`config.mk`:
```
export PLATFORM = sky130hd
export DESIGN_NAME = game_timer_flat
export DESIGN_NICKNAME = d
export VERILOG_FILES = /design/src/rtl/game_timer_pkg.sv /design/src/rtl/game_timer_if.sv /design/src/rtl/game_timer_tick_prescaler.sv /design/src/rtl/game_timer.sv /design/src/flat_wrapper.sv
export SDC_FILE = /design/constraint.sdc
export NUM_CORES = 1
export LEC_CHECK = 0
export ABC_CLOCK_PERIOD_IN_PS = 4000
export BUFFER_PORTS_ARGS = -buffer_cell sky130_fd_sc_hd__buf_2
export CORE_UTILIZATION = 25
export CTS_BUF_LIST = sky130_fd_sc_hd__clkbuf_8
export CTS_CLUSTER_SIZE = 8
export DETAILED_ROUTE_END_ITERATION = 16
export HOLD_SLACK_MARGIN = 0.06
export MAX_ROUTING_LAYER = met4
export PLACE_DENSITY_LB_ADDON = 0.05
export SLEW_MARGIN = 25
export SYNTH_ARGS = -nofsm -noshare
export SYNTH_HDL_FRONTEND = slang
export SYNTH_SLANG_ARGS = --single-unit
```
`constraint.sdc`:
```
create_clock -name clk -period 4 [get_ports clk]
set_input_delay 0.8 -clock clk [delete_from_list [all_inputs] [get_ports clk]]
set_output_delay 0.8 -clock clk [all_outputs]
set_load 0.01 [all_outputs]
```
`src/rtl/game_timer_pkg.sv`:
```
// Shared types, widths and the BCD incrementer for the Saper game timer.
package game_timer_pkg;

    typedef enum logic [1:0] {
        IDLE,
        RUNNING,
        PAUSED,
        STOPPED
    } timer_state_t;

    localparam int BCD_W = 12;

    // Three-digit BCD increment: each digit rolls 9 -> 0 and carries into the next.
    function automatic logic [11:0] bcd_inc3(input logic [11:0] value);
        logic [3:0] units;
        logic [3:0] tens;
        logic [3:0] hundreds;
        units    = value[3:0];
        tens     = value[7:4];
        hundreds = value[11:8];
        if (units == 4'd9) begin
            units = 4'd0;
            if (tens == 4'd9) begin
                tens = 4'd0;
                if (hundreds == 4'd9) begin
                    hundreds = 4'd0;
                end else begin
                    hundreds = hundreds + 4'd1;
                end
            end else begin
                tens = tens + 4'd1;
            end
        end else begin
            units = units + 4'd1;
        end
        return {hundreds, tens, units};
    endfunction

endpackage

```
`src/rtl/game_timer_if.sv`:
```
// Control and display signals between the game logic and the timer.
interface game_timer_if;
    import game_timer_pkg::*;

    logic             start;
    logic             pause;
    logic             game_over;
    logic             clear;
    logic             tick;
    logic             running;
    logic [BCD_W-1:0] seconds_bcd;
    logic [9:0]       seconds_bin;
    logic             saturated;

    // Game logic side: issues requests, observes the timer.
    modport master (
        output start, pause, game_over, clear,
        input  tick, running, seconds_bcd, seconds_bin, saturated
    );

    // Timer side.
    modport slave (
        input  start, pause, game_over, clear,
        output tick, running, seconds_bcd, seconds_bin, saturated
    );

endinterface

```
`src/rtl/game_timer_tick_prescaler.sv`:
```
// Period divider: counts enabled cycles 0..DIV-1 and flags the last one.
module tick_prescaler #(
    parameter int DIV = 2
) (
    input  logic clk,
    input  logic rst_n,
    input  logic en,
    input  logic load0,
    output logic wrap
);

    localparam int            CNT_W = $clog2(DIV);
    localparam logic [CNT_W-1:0] LAST = CNT_W'(DIV - 1);

    logic [CNT_W-1:0] cnt;

    assign wrap = en && (cnt == LAST);

    // Advance only when enabled; a load request restarts the period from zero.
    always_ff @(posedge clk or negedge rst_n) begin
        if (!rst_n) begin
            cnt <= '0;
        end else if (load0) begin
            cnt <= '0;
        end else if (en) begin
            cnt <= (cnt == LAST) ? '0 : cnt + 1'b1;
        end
    end

endmodule

```
`src/rtl/game_timer.sv`:
```
// Game elapsed-time source: run/pause/stop FSM, per-period tick and a
// saturating seconds count kept in both BCD and binary.
module game_timer
    import game_timer_pkg::*;
#(
    parameter int CLK_HZ      = 65_000_000,
    parameter int TICK_HZ     = 1,
    parameter int MAX_SECONDS = 999
) (
    input  logic         clk,
    input  logic         rst_n,
    game_timer_if.slave  bus
);

    localparam int         DIV     = CLK_HZ / TICK_HZ;
    localparam logic [9:0] MAX_BIN = 10'(MAX_SECONDS);

    timer_state_t state;
    logic         presc_en;
    logic         presc_load0;
    logic         presc_wrap;

    // Prescaler runs only while RUNNING and nothing is about to leave RUNNING.
    assign presc_en    = (state == RUNNING) && !bus.clear && !bus.game_over && !bus.pause;
    assign presc_load0 = bus.clear || ((state == IDLE) && bus.start);

    tick_prescaler #(.DIV(DIV)) u_prescaler (
        .clk   (clk),
        .rst_n (rst_n),
        .en    (presc_en),
        .load0 (presc_load0),
        .wrap  (presc_wrap)
    );

    // State machine, registered outputs and the seconds count.
    always_ff @(posedge clk or negedge rst_n) begin
        if (!rst_n) begin
            state           <= IDLE;
            bus.tick        <= 1'b0;
            bus.running     <= 1'b0;
            bus.seconds_bcd <= '0;
            bus.seconds_bin <= '0;
            bus.saturated   <= 1'b0;
        end else begin
            bus.tick <= presc_wrap;
            if (bus.clear) begin
                state           <= IDLE;
                bus.running     <= 1'b0;
                bus.seconds_bcd <= '0;
                bus.seconds_bin <= '0;
                bus.saturated   <= 1'b0;
            end else begin
                case (state)
                    IDLE: begin
                        if (bus.start) begin
                            state       <= RUNNING;
                            bus.running <= 1'b1;
                        end
                    end
                    RUNNING: begin
                        if (bus.game_over) begin
                            state       <= STOPPED;
                            bus.running <= 1'b0;
                        end else if (bus.pause) begin
                            state       <= PAUSED;
                            bus.running <= 1'b0;
                        end
                    end
                    PAUSED: begin
                        if (bus.game_over) begin
                            state <= STOPPED;
                        end else if (!bus.pause) begin
                            state       <= RUNNING;
                            bus.running <= 1'b1;
                        end
                    end
                    default: begin
                        state <= state;
                    end
                endcase
                // NOTE: bus.tick here reads the value registered on the previous
                // edge (non-blocking), so the count moves one cycle after the tick.
                if (bus.tick && (bus.seconds_bin != MAX_BIN)) begin
                    bus.seconds_bcd <= bcd_inc3(bus.seconds_bcd);
                    bus.seconds_bin <= bus.seconds_bin + 10'd1;
                    bus.saturated   <= (bus.seconds_bin + 10'd1 == MAX_BIN);
                end
            end
        end
    end

endmodule

```
`src/flat_wrapper.sv`:
```
// flat-port wrapper written by rule: the top's interface ports become plain ports
module game_timer_flat import game_timer_pkg::*;
#(
    parameter int CLK_HZ      = 65_000_000,
    parameter int TICK_HZ     = 1,
    parameter int MAX_SECONDS = 999
)
  (clk, rst_n, bus_start, bus_pause, bus_game_over, bus_clear, bus_tick, bus_running, bus_seconds_bcd, bus_seconds_bin, bus_saturated);
  game_timer_if bus_i ();
  input  logic clk;
  input  logic rst_n;
  input wire logic [$bits(bus_i.start)-1:0] bus_start;
  input wire logic [$bits(bus_i.pause)-1:0] bus_pause;
  input wire logic [$bits(bus_i.game_over)-1:0] bus_game_over;
  input wire logic [$bits(bus_i.clear)-1:0] bus_clear;
  output wire logic [$bits(bus_i.tick)-1:0] bus_tick;
  output wire logic [$bits(bus_i.running)-1:0] bus_running;
  output wire logic [$bits(bus_i.seconds_bcd)-1:0] bus_seconds_bcd;
  output wire logic [$bits(bus_i.seconds_bin)-1:0] bus_seconds_bin;
  output wire logic [$bits(bus_i.saturated)-1:0] bus_saturated;
  assign bus_i.start = bus_start;
  assign bus_i.pause = bus_pause;
  assign bus_i.game_over = bus_game_over;
  assign bus_i.clear = bus_clear;
  assign bus_tick = bus_i.tick;
  assign bus_running = bus_i.running;
  assign bus_seconds_bcd = bus_i.seconds_bcd;
  assign bus_seconds_bin = bus_i.seconds_bin;
  assign bus_saturated = bus_i.saturated;
  game_timer #(.CLK_HZ(CLK_HZ), .TICK_HZ(TICK_HZ), .MAX_SECONDS(MAX_SECONDS)) u_core (.clk(clk), .rst_n(rst_n), .bus(bus_i));
endmodule
```
# Word-level counts from Yosys, hierarchy flattened
# Cells that the tools add are included.
dict set report word_totals {
  output_inout_bits 25
  word_cells 76
  regBits 53
}
dict set report classes {
  reduce_logical 20
  eq_ne 13
  n_mux 29
  add_sub_neg 5
}
# operator count
set ops {}
lappend ops {{two-way mux 26 bit} 3}
lappend ops {{adder 26 x 1 -> 26 bit (second input constant)} 1}
lappend ops {{== test 26 bit (second input constant)} 1}
lappend ops {{two-way mux 12 bit} 2}
lappend ops {{two-way mux 4 bit} 6}
lappend ops {{two-way mux 10 bit} 2}
lappend ops {{adder 4 x 1 -> 4 bit (second input constant)} 3}
lappend ops {{== test 4 bit (second input constant)} 3}
lappend ops {{two-way mux 2 bit} 6}
lappend ops {{adder 10 x 1 -> 10 bit (second input constant)} 1}
lappend ops {{== test 10 bit (second input constant)} 1}
lappend ops {{inequality test 10 bit (second input constant)} 1}
lappend ops {{inequality test 3 bit (second input constant)} 3}
lappend ops {{two-way mux 1 bit} 8}
lappend ops {{inequality test 4 bit (second input constant)} 2}
lappend ops {{nonzero test 2 bit} 4}
lappend ops {{logical AND 1 bit} 6}
lappend ops {{case mux 2 bit (3 select lines)} 1}
lappend ops {{AND reduction 5 bit} 1}
lappend ops {{AND reduction 4 bit} 1}
lappend ops {{nonzero test 4 bit} 1}
lappend ops {{logical NOT 1 bit} 3}
lappend ops {{case mux 1 bit (3 select lines)} 1}
lappend ops {{AND reduction 3 bit} 1}
lappend ops {{other kinds (5)} 5}

# Logic depth before layout (Yosys ltp)
# Gate-level depths: netlist (run 1).
dict set report logic_depth {
  word_depth 6
  mapped_depth 8
  ltp_nobuf 7
}

# By module
# A second synthesis (run 1) with hierarchy kept.
dict set report hier_totals {
  cells_unflattened 363
  hier_area_um2 3299.4
}
# module area_per_inst_um2 cells_each n_inst seq_area_each_um2
set modules_own_cells {}
lappend modules_own_cells {game_timer 1686.6 179 1 675.6}
lappend modules_own_cells {tick_prescaler 1612.8 184 1 650.6}

# Worst setup path before layout (run 1)
# Ideal clock, no wire load.
dict set report synth_timing {
  kind {input to register}
  start {input bus_game_over}
  end {register u_core.u_prescaler.cnt[11]}
  required_time_ps 3904
  setup_slack_ps 1951
  setup_ps 96
  cell_stages 5
  n_path_buf 1
  arrival_ps 1953
  path_cell_list {or3b_4 -> or2_1 -> buf_6 -> o21ba_1 -> a311oi_2}
}
dict set report synth_between {
  elab_chain_len 4
}
# item line_no
set synth_lines {}
lappend synth_lines {{start: declaration} flat_wrapper.sv:14} ;# input wire logic [$bits(bus_i.game_over)-1:0] bus_game_over;
lappend synth_lines {{logical NOT 1 bit} game_timer.sv:24} ;# assign presc_en = (state == RUNNING) && !bus.clear && !bus.game_over && !bus.pause;
lappend synth_lines {{logical AND 1 bit (2 in a row)} game_timer.sv:24}
lappend synth_lines {{nonzero test 2 bit (no line)} --}
lappend synth_lines {{end signal: assignment} game_timer_tick_prescaler.sv:26} ;# cnt <= (cnt == LAST) ? '0 : cnt + 1'b1;
lappend synth_lines {{end: declaration} game_timer_tick_prescaler.sv:15} ;# logic [CNT_W-1:0] cnt;
# Every way passes these cells.
# A chain may end at the register's enable or synchronous reset.

# Final worst setup path (run 1)
dict set report layout_timing {
  start {register u_core.state[1]}
  end {register u_core.u_prescaler.cnt[13]}
}
dict set report layout_between {
  elab_chain_len 5
  word_cells_on_any_way 9
  classes_between {1 x eq/ne; 1 x mux; 7 x reduce/logical}
}
# item line_no
set layout_lines {}
lappend layout_lines {{start: declaration} game_timer.sv:18} ;# timer_state_t state;
lappend layout_lines {{start signal: assignment} game_timer.sv:78} ;# state <= state;
lappend layout_lines {{== test 2 x 1 -> 1 bit} game_timer.sv:24}
lappend layout_lines {{logical AND 1 bit (3 in a row)} game_timer.sv:24}
lappend layout_lines {{nonzero test 2 bit (no line)} --}
# Parallel ways exist; a longest one is shown, timed or not.

==> metrics.txt, run 1 <==
number of synthesized register bits=between 50 and 60; Layout Skew=between 0.01 and 0.015 ns; DRT Pass-1 Iters=4; DR WL/cell=about 16 um; vias after detailed routing=2,817; Die Ht=roughly 120 um; Critical Setup Path Class=flip-flop to flip-flop; library cell used as clock root buffer=sky130_fd_sc_hd__clkbuf_8; RSZ-0062 raised after global routing=no; flip-flop cell with the highest count after synthesis=sky130_fd_sc_hd__dfrtp_1; complex-gate fraction of the synthesized area=~16%; ports placed on the boundary=31; headroom to the max-slew limit=33.5%; core region area=between 10,000 and 15,000 um2; most used cells in the layout excluding fill and tap cells=53 x sky130_fd_sc_hd__dfrtp_1, 35 x sky130_fd_sc_hd__nand2_1, 33 x sky130_fd_sc_hd__nor2_1; ant diodes=0; total length of routed wires=8.80 mm; clock sink total=53; cell row count=just over 40; part of the cycle the worst path needs=about two thirds; power density of the placed cells=260 nW/um2; CTS resizes=0; post-synthesis share of cell area spent on xor and xnor gates=approximately 4.2%; largest vdd supply drop=around 0.00013 V; total power=roughly 0.96 mW; clock tree from TritonCTS=done; sort of element at the start of the critical path=flip-flop; routability congestion estimate=between 0.7 and 0.8; combinational family with the most area after synthesis=simple AND/OR/NAND/NOR gates; DRT iter0 DRCs=145; required time at the endpoint of the critical path=roughly 4.3 ns; Register-to-Register Path Depth=7; global-route wire length before repair=between 10 and 15 mm; pin count of the biggest net entering global routing=34; number of levels the H-tree was split into=2; leak pwr=between 1 and 1.5 nW; Synthesized Nets=382; synthesized area per cell=9.11 um2; share of post-route cells with drive strength above 1=15.5%; DP HPWL=about 6 mm; clock slew seen by the registers of the worst setup and hold paths=approximately 0.11 ns; post-synth design cell area=between 3000 and 4000 um2; Hold Crit Class=input port to asynchronous set/reset pin; Final Setup Violations=0; Die Area=approximately 14,000 um2; global route overflow=0; share of synthesized area spent on multiplexers=under 10%; Routed Antenna Nets=0; CTS Hold Buffers Added=0; peak fanout along the critical path=20; Global Route Usage Sum=14.5%; leading cell type in the layout, fill and taps excluded=sky130_fd_sc_hd__dfrtp_1; number of I/O port buffers=30; outcome=completed; area share of and/or/nand/nor cells after synthesis=roughly 30%; Setup Total Neg Slack=0 ns; via density per instance=5.04; number of buffers inserted to repair setup after CTS=0; yosys synthesis warning count=0; count of mapped cells out of synthesis=between 300 and 400; adder-cell area share of the yosys netlist=approximately 4.5%; total CTS buffers=5; initial antenna violation count=0; number of max-slew violations in the final report=0; max-cap viol count=0; via count of the first global-routing pass=roughly 2,600; initial standard-cell utilization of the core=between 20% and 30%; data arrival at the endpoint of the critical path=approximately 2.9 ns; final-stage net count=404; clock buffer depth=2; post-placement worst setup slack=approximately 1.2 ns; endpoint kind of the worst setup timing path=flip-flop; area grow syn2layout=10.9%; clock period minus final worst setup slack=about 2.6 ns; top achievable clock speed=about 380 MHz; transition time of the tightest slew-check pin=~1.0 ns; Fin. Hold Viols=0; width of the die=between 100 and 150 um; clock latency of the later-clocked register in the worst-skew pair=about 0.34 ns; Seq/Total Area, Yosys=40.0%; Cell variety after synth=66; crit path setup slack, layout=about 1.4 ns; FFs w/ async S/R, synth=100%; drc violations=0; count of flip-flops with a built-in enable after synthesis=0
[power by group]
| group | leakage (nW) | internal [mW] | switching [mW] | total, mW |
|---|---|---|---|---|
| Sequential | 0.739 | 0.540 | 0.00319 | 0.543 |
| Combinational | 0.696 | 0.0234 | 0.0640 | 0.0874 |
| Clock | 0.0497 | 0.123 | 0.202 | 0.325 |
| Total | 1.48 | 0.687 | 0.270 | 0.956 |
[Yosys cell counts (8+ instances only)]
cell type	number	area share, %
sky130_fd_sc_hd__nand3_1	18	2.7
sky130_fd_sc_hd__ha_1	12	4.5
sky130_fd_sc_hd__xor2_1	9	2.4
sky130_fd_sc_hd__a21oi_1	18	2.7
sky130_fd_sc_hd__nor3_1	16	2.4
sky130_fd_sc_hd__nor2_1	33	3.7
sky130_fd_sc_hd__and4_1	8	2.1
sky130_fd_sc_hd__nand4_1	11	2.1
sky130_fd_sc_hd__nand2_1	35	4.0
sky130_fd_sc_hd__dfrtp_1	53	40
sky130_fd_sc_hd__o21ai_0	17	2.6
sky130_fd_sc_hd__inv_1	8	0.91
[flip-flops by register name, summed over array words and instances (netlist names)]
signal and count:
u_core.state 2, u_core.bus.seconds_bin 10, u_core.u_prescaler.cnt 26, u_core.bus.running 1, u_core.bus.tick 1, u_core.bus.saturated 1, u_core.bus.seconds_bcd 12
[kinds of logic after synthesis]
| logic type | count (synthesis) |
|---|---|
| simple gates | 174 |
| compound gates | 79 |
| flops | 53 |
| buf+inv | 26 |
| xor+xnor | 16 |
| fa+ha+maj | 12 |
| mux | 4 |
[metal layers]
| layer | up-vias | GRT usage (%) | wire, um |
|---|---|---|---|
| met5 | - | - | 0 |
| met4 | 0 | 5.06 | 127 |
| met3 | 8 | 2.52 | 280 |
| met2 | 48 | 20.3 | 3760 |
| met1 | 1362 | 20.7 | 4640 |
| li1 | 1399 | - | - |
[cell type report]
class	instances	area [um2]
inverters	8	30.0
flip-flops and latches	53	1330
repair buffers	33	173
clock inverters	3	17.5
well taps	172	215
clock buffers	5	68.8
fillers	1357	9100
multi-input cells	285	1840
[critical path, stage by stage (launching register included)]
cell and delay (ns):
sky130_fd_sc_hd__dfrtp_1 0.41, sky130_fd_sc_hd__inv_1 0.08, sky130_fd_sc_hd__ha_1 0.26, sky130_fd_sc_hd__or3b_4 0.45, sky130_fd_sc_hd__nor2_4 0.40, sky130_fd_sc_hd__o21ai_2 0.34
sky130_fd_sc_hd__or4_1 0.54, sky130_fd_sc_hd__o21ai_1 0.09
[path summary, 6_finish.rpt]
check	startpoint	slack, ns	endpoint
max in group asynchronous	rst_n	2.66	u_core.u_prescaler.cnt[8]$_DFFE_PN0P_
min	rst_n	0.54	u_core.bus.saturated$_DFFE_PN0P_
min in group clk	u_core.bus.seconds_bcd[7]$_DFFE_PN0P_	0.55	u_core.bus.seconds_bcd[7]$_DFFE_PN0P_
max reg2reg	u_core.state[1]$_DFFE_PN0P_	1.36	u_core.u_prescaler.cnt[13]$_DFFE_PN0P_
max	u_core.state[1]$_DFFE_PN0P_	1.36	u_core.u_prescaler.cnt[13]$_DFFE_PN0P_
min reg2reg	u_core.bus.seconds_bcd[7]$_DFFE_PN0P_	0.55	u_core.bus.seconds_bcd[7]$_DFFE_PN0P_
[stage by stage]
stage | instances | util, % | hold WS [ns] | instance area (um2)
floorplan | 364 | - | 0.489 | 3310
global placement | 551 | 28.1 | 0.523 | 3590
finish | 559 | 28.8 | 0.542 | 3670
detailed placement | 551 | 28.1 | 0.525 | 3590
CTS | 559 | 28.8 | 0.550 | 3670
global route | 559 | 28.8 | 0.575 | 3670
(Power assumes the default switching activity.)
==> inputs of run 2 (changes only) <==
ABC_CLOCK_PERIOD_IN_PS = 2150   (was 4000)
clock period = 2.15 ns   (was 4 ns; I/O delays follow)
==> metrics.txt, run 2 (synthesis gave the netlist of run 1 again) <==
outcome=completed (unchanged); number of flip-flops in the largest register=26 (unchanged); final-stage net count=438 (was 404); core region area=12,800 um2 (unchanged); RSZ-0062 raised after global routing=no (unchanged); clock tree from TritonCTS=done (unchanged); CTS Hold Buffers Added=0 (unchanged); leak pwr=1.67 nW (was 1.48 nW); required time at the endpoint of the critical path=2.43 ns (was 4.26 ns); Global Route Usage Sum=15.1% (was 14.5%); sort of element at the start of the critical path=flip-flop (unchanged); Layout Skew=0.0167 ns (was 0.0136 ns); DP HPWL=6.64 mm (was 6.02 mm); headroom to the max-slew limit=68.4% (was 33.5%); switching part of the total=28.5% (was 28.2%); data arrival at the endpoint of the critical path=2.31 ns (was 2.90 ns); DRT Pass-1 Iters=4 (unchanged); Most flops, register=u_core.u_prescaler.cnt (unchanged); library cell used as clock root buffer=sky130_fd_sc_hd__clkbuf_8 (unchanged); Cell Area, Placed=3860 um2 (was 3590 um2); sequential share of power=53.9% (was 56.8%); max-cap viol count=0 (unchanged); leading cell type in the layout, fill and taps excluded=sky130_fd_sc_hd__dfrtp_1 (unchanged); peak fanout along the critical path=14 (was 20); number of max-slew violations in the final report=0 (unchanged); summed area of non-filler cells in the final layout=3960 um2 (was 3670 um2); wire length on met2=4.01 mm (was 3.76 mm); routed metal-1 wire length=4.84 mm (was 4.64 mm); switching power total=0.534 mW (was 0.270 mW); total CTS buffers=5 (unchanged); power density of the placed cells=473 nW/um2 (was 260 nW/um2); flip-flop and latch area=1330 um2 (unchanged); total length of routed met3 wires=348 um (was 280 um); Critical Setup Path Class=flip-flop to flip-flop (unchanged); top achievable clock speed=492 MHz (was 379 MHz); cell row count=41 (unchanged); width of the die=117 um (unchanged); routability congestion estimate=0.781 (was 0.754); share of post-route cells with drive strength above 1=22.6% (was 15.5%); area occupied by multi-input gates=1850 um2 (was 1840 um2); drc violations=0 (unchanged); global-route wire length before repair=15.2 mm (was 14.5 mm); number of levels the H-tree was split into=2 (unchanged); DRT iter0 DRCs=162 (was 145); pin count of the biggest net entering global routing=54 (was 34); Largest regs=u_core.u_prescaler.cnt (26), u_core.bus.seconds_bcd (12), u_core.bus.seconds_bin (10) (unchanged); ant diodes=0 (unchanged); minimum setup slack among reg-to-reg paths=0.12 ns (was 1.36 ns); via density per instance=4.95 (was 5.04); Fin. Hold Viols=0 (unchanged); area grow syn2layout=19.5% (was 10.9%); total length of routed wires=9.29 mm (was 8.80 mm); transition time of the tightest slew-check pin=0.470 ns (was 0.998 ns); clock slew seen by the registers of the worst setup and hold paths=0.11 ns (about the same); Die Ht=117 um (unchanged); initial antenna violation count=0 (unchanged); share of total power in the clock network=35.8% (was 34.0%); vias after detailed routing=2,937 (was 2,817); Hold Crit Class=input port to asynchronous set/reset pin (unchanged); initial standard-cell utilization of the core=25.9% (unchanged); Routed Antenna Nets=0 (unchanged); via count of the first global-routing pass=2,805 (was 2,641); Layout Utilization=31.0% (was 28.8%); DR WL/cell=15.7 um (about the same); clock period minus final worst setup slack=2.03 ns (was 2.64 ns); top sig layer=met4 (unchanged); Setup Total Neg Slack=0 ns (unchanged); largest vdd supply drop=0.000223 V (was 0.000128 V); endpoint kind of the worst setup timing path=flip-flop (unchanged); clock buffer depth=2 (unchanged); Fill cells=1,336 (was 1,357); Die Area=13,700 um2 (unchanged); ports placed on the boundary=31 (unchanged); part of the cycle the worst path needs=94.5% (was 66.0%); Final Setup Violations=0 (unchanged); internal power=1.34 mW (was 0.687 mW); number of buffers inserted to repair setup after CTS=0 (unchanged); total power=1.87 mW (was 0.956 mW); clock sink total=53 (unchanged); combinational share of power=10.3% (was 9.1%); clock latency of the later-clocked register in the worst-skew pair=0.34 ns (about the same); global route overflow=0 (unchanged); most used cells in the layout excluding fill and tap cells=53 x sky130_fd_sc_hd__dfrtp_1, 35 x sky130_fd_sc_hd__nand2_1, 35 x sky130_fd_sc_hd__buf_4 (was 53 x sky130_fd_sc_hd__dfrtp_1, 35 x sky130_fd_sc_hd__nand2_1, 33 x sky130_fd_sc_hd__nor2_1); number of I/O port buffers=30 (unchanged)
run 2: cell count changes in the layout (fill, tap and decap cells not counted):
cell / change
sky130_fd_sc_hd__buf_4: +32
sky130_fd_sc_hd__o21ai_0: -2
sky130_fd_sc_hd__o21ai_1: +2
sky130_fd_sc_hd__a2111oi_0: -1
sky130_fd_sc_hd__a2111oi_1: +1
sky130_fd_sc_hd__buf_12: +1
sky130_fd_sc_hd__buf_6: +1
sky130_fd_sc_hd__clkbuf_8: +1
sky130_fd_sc_hd__clkinv_2: -1
sky130_fd_sc_hd__clkinv_4: +1
sky130_fd_sc_hd__inv_1: -1
run 2: cell type report:
class                      instances  share of cell area, %
timing repair buffer              67                   11.2
multi-input combinational        285                   46.6
sequential                        53                   33.5
tap                              172                   5.43
inverter                           8                  0.758
clock buffer                       6                   2.08
clock inverter                     2                  0.442
run 2: per-stage QoR:
stage,std cells,setup slack (ns),hold WS [ns]
6_report,593,0.118,0.0771
5_1_grt,593,0.0124,0.0822
4_1_cts,593,0.0753,0.0719
3_5_place_dp,585,0.106,0.460
3_3_place_gp,585,0.139,0.464
2_1_floorplan,364,0.237,0.134
run 2: path summary, 6_finish.rpt:
| kind | from | end | cells past startpoint |
|---|---|---|---|
| max | u_core.state[1]$_DFFE_PN0P_ | u_core.u_prescaler.cnt[6]$_DFFE_PN0P_ | 8 |
| min | rst_n | u_core.bus.seconds_bin[5]$_DFFE_PN0P_ | 2 |
| max reg2reg | u_core.state[1]$_DFFE_PN0P_ | u_core.u_prescaler.cnt[6]$_DFFE_PN0P_ | 8 |
| min reg2reg | u_core.u_prescaler.cnt[24]$_DFFE_PN0P_ | u_core.u_prescaler.cnt[24]$_DFFE_PN0P_ | 1 |
| max in group asynchronous | rst_n | u_core.u_prescaler.cnt[3]$_DFFE_PN0P_ | 2 |
| min in group clk | bus_clear | u_core.state[1]$_DFFE_PN0P_ | 2 |
run 2: power groups by stage:
stage	logic [mW]	registers (mW)	clock network (mW)
floorplan	0.104	1.03	0
global placement	0.196	1.03	0
detailed placement	0.193	1.03	0
CTS	0.194	1.01	0.717
global route	0.221	1.01	0.750
finish	0.193	1.01	0.670
run 2: per-layer routing:
metal	global-route usage (%)	vias up
met5	-	-
met4	3.80	0
met3	3.19	5
met2	21.7	50
met1	21.3	1421
li1	-	1461
run 2: worst max-delay path, stage by stage, from the launching register on:
cell	delay, ns
sky130_fd_sc_hd__dfrtp_1	0.42
sky130_fd_sc_hd__inv_1	0.08
sky130_fd_sc_hd__ha_1	0.16
sky130_fd_sc_hd__or3b_4	0.43
sky130_fd_sc_hd__nor2_4	0.13
sky130_fd_sc_hd__buf_6	0.19
sky130_fd_sc_hd__nand3_2	0.09
sky130_fd_sc_hd__or3_1	0.33
sky130_fd_sc_hd__a21oi_2	0.13
run 2: repair_timing:
| item | CTS | global route |
|---|---|---|
| resized for setup | 0 | 4 |
| endpoints found under the hold margin | 0 | 0 |
| endpoints found under the setup margin | 0 | 3 |
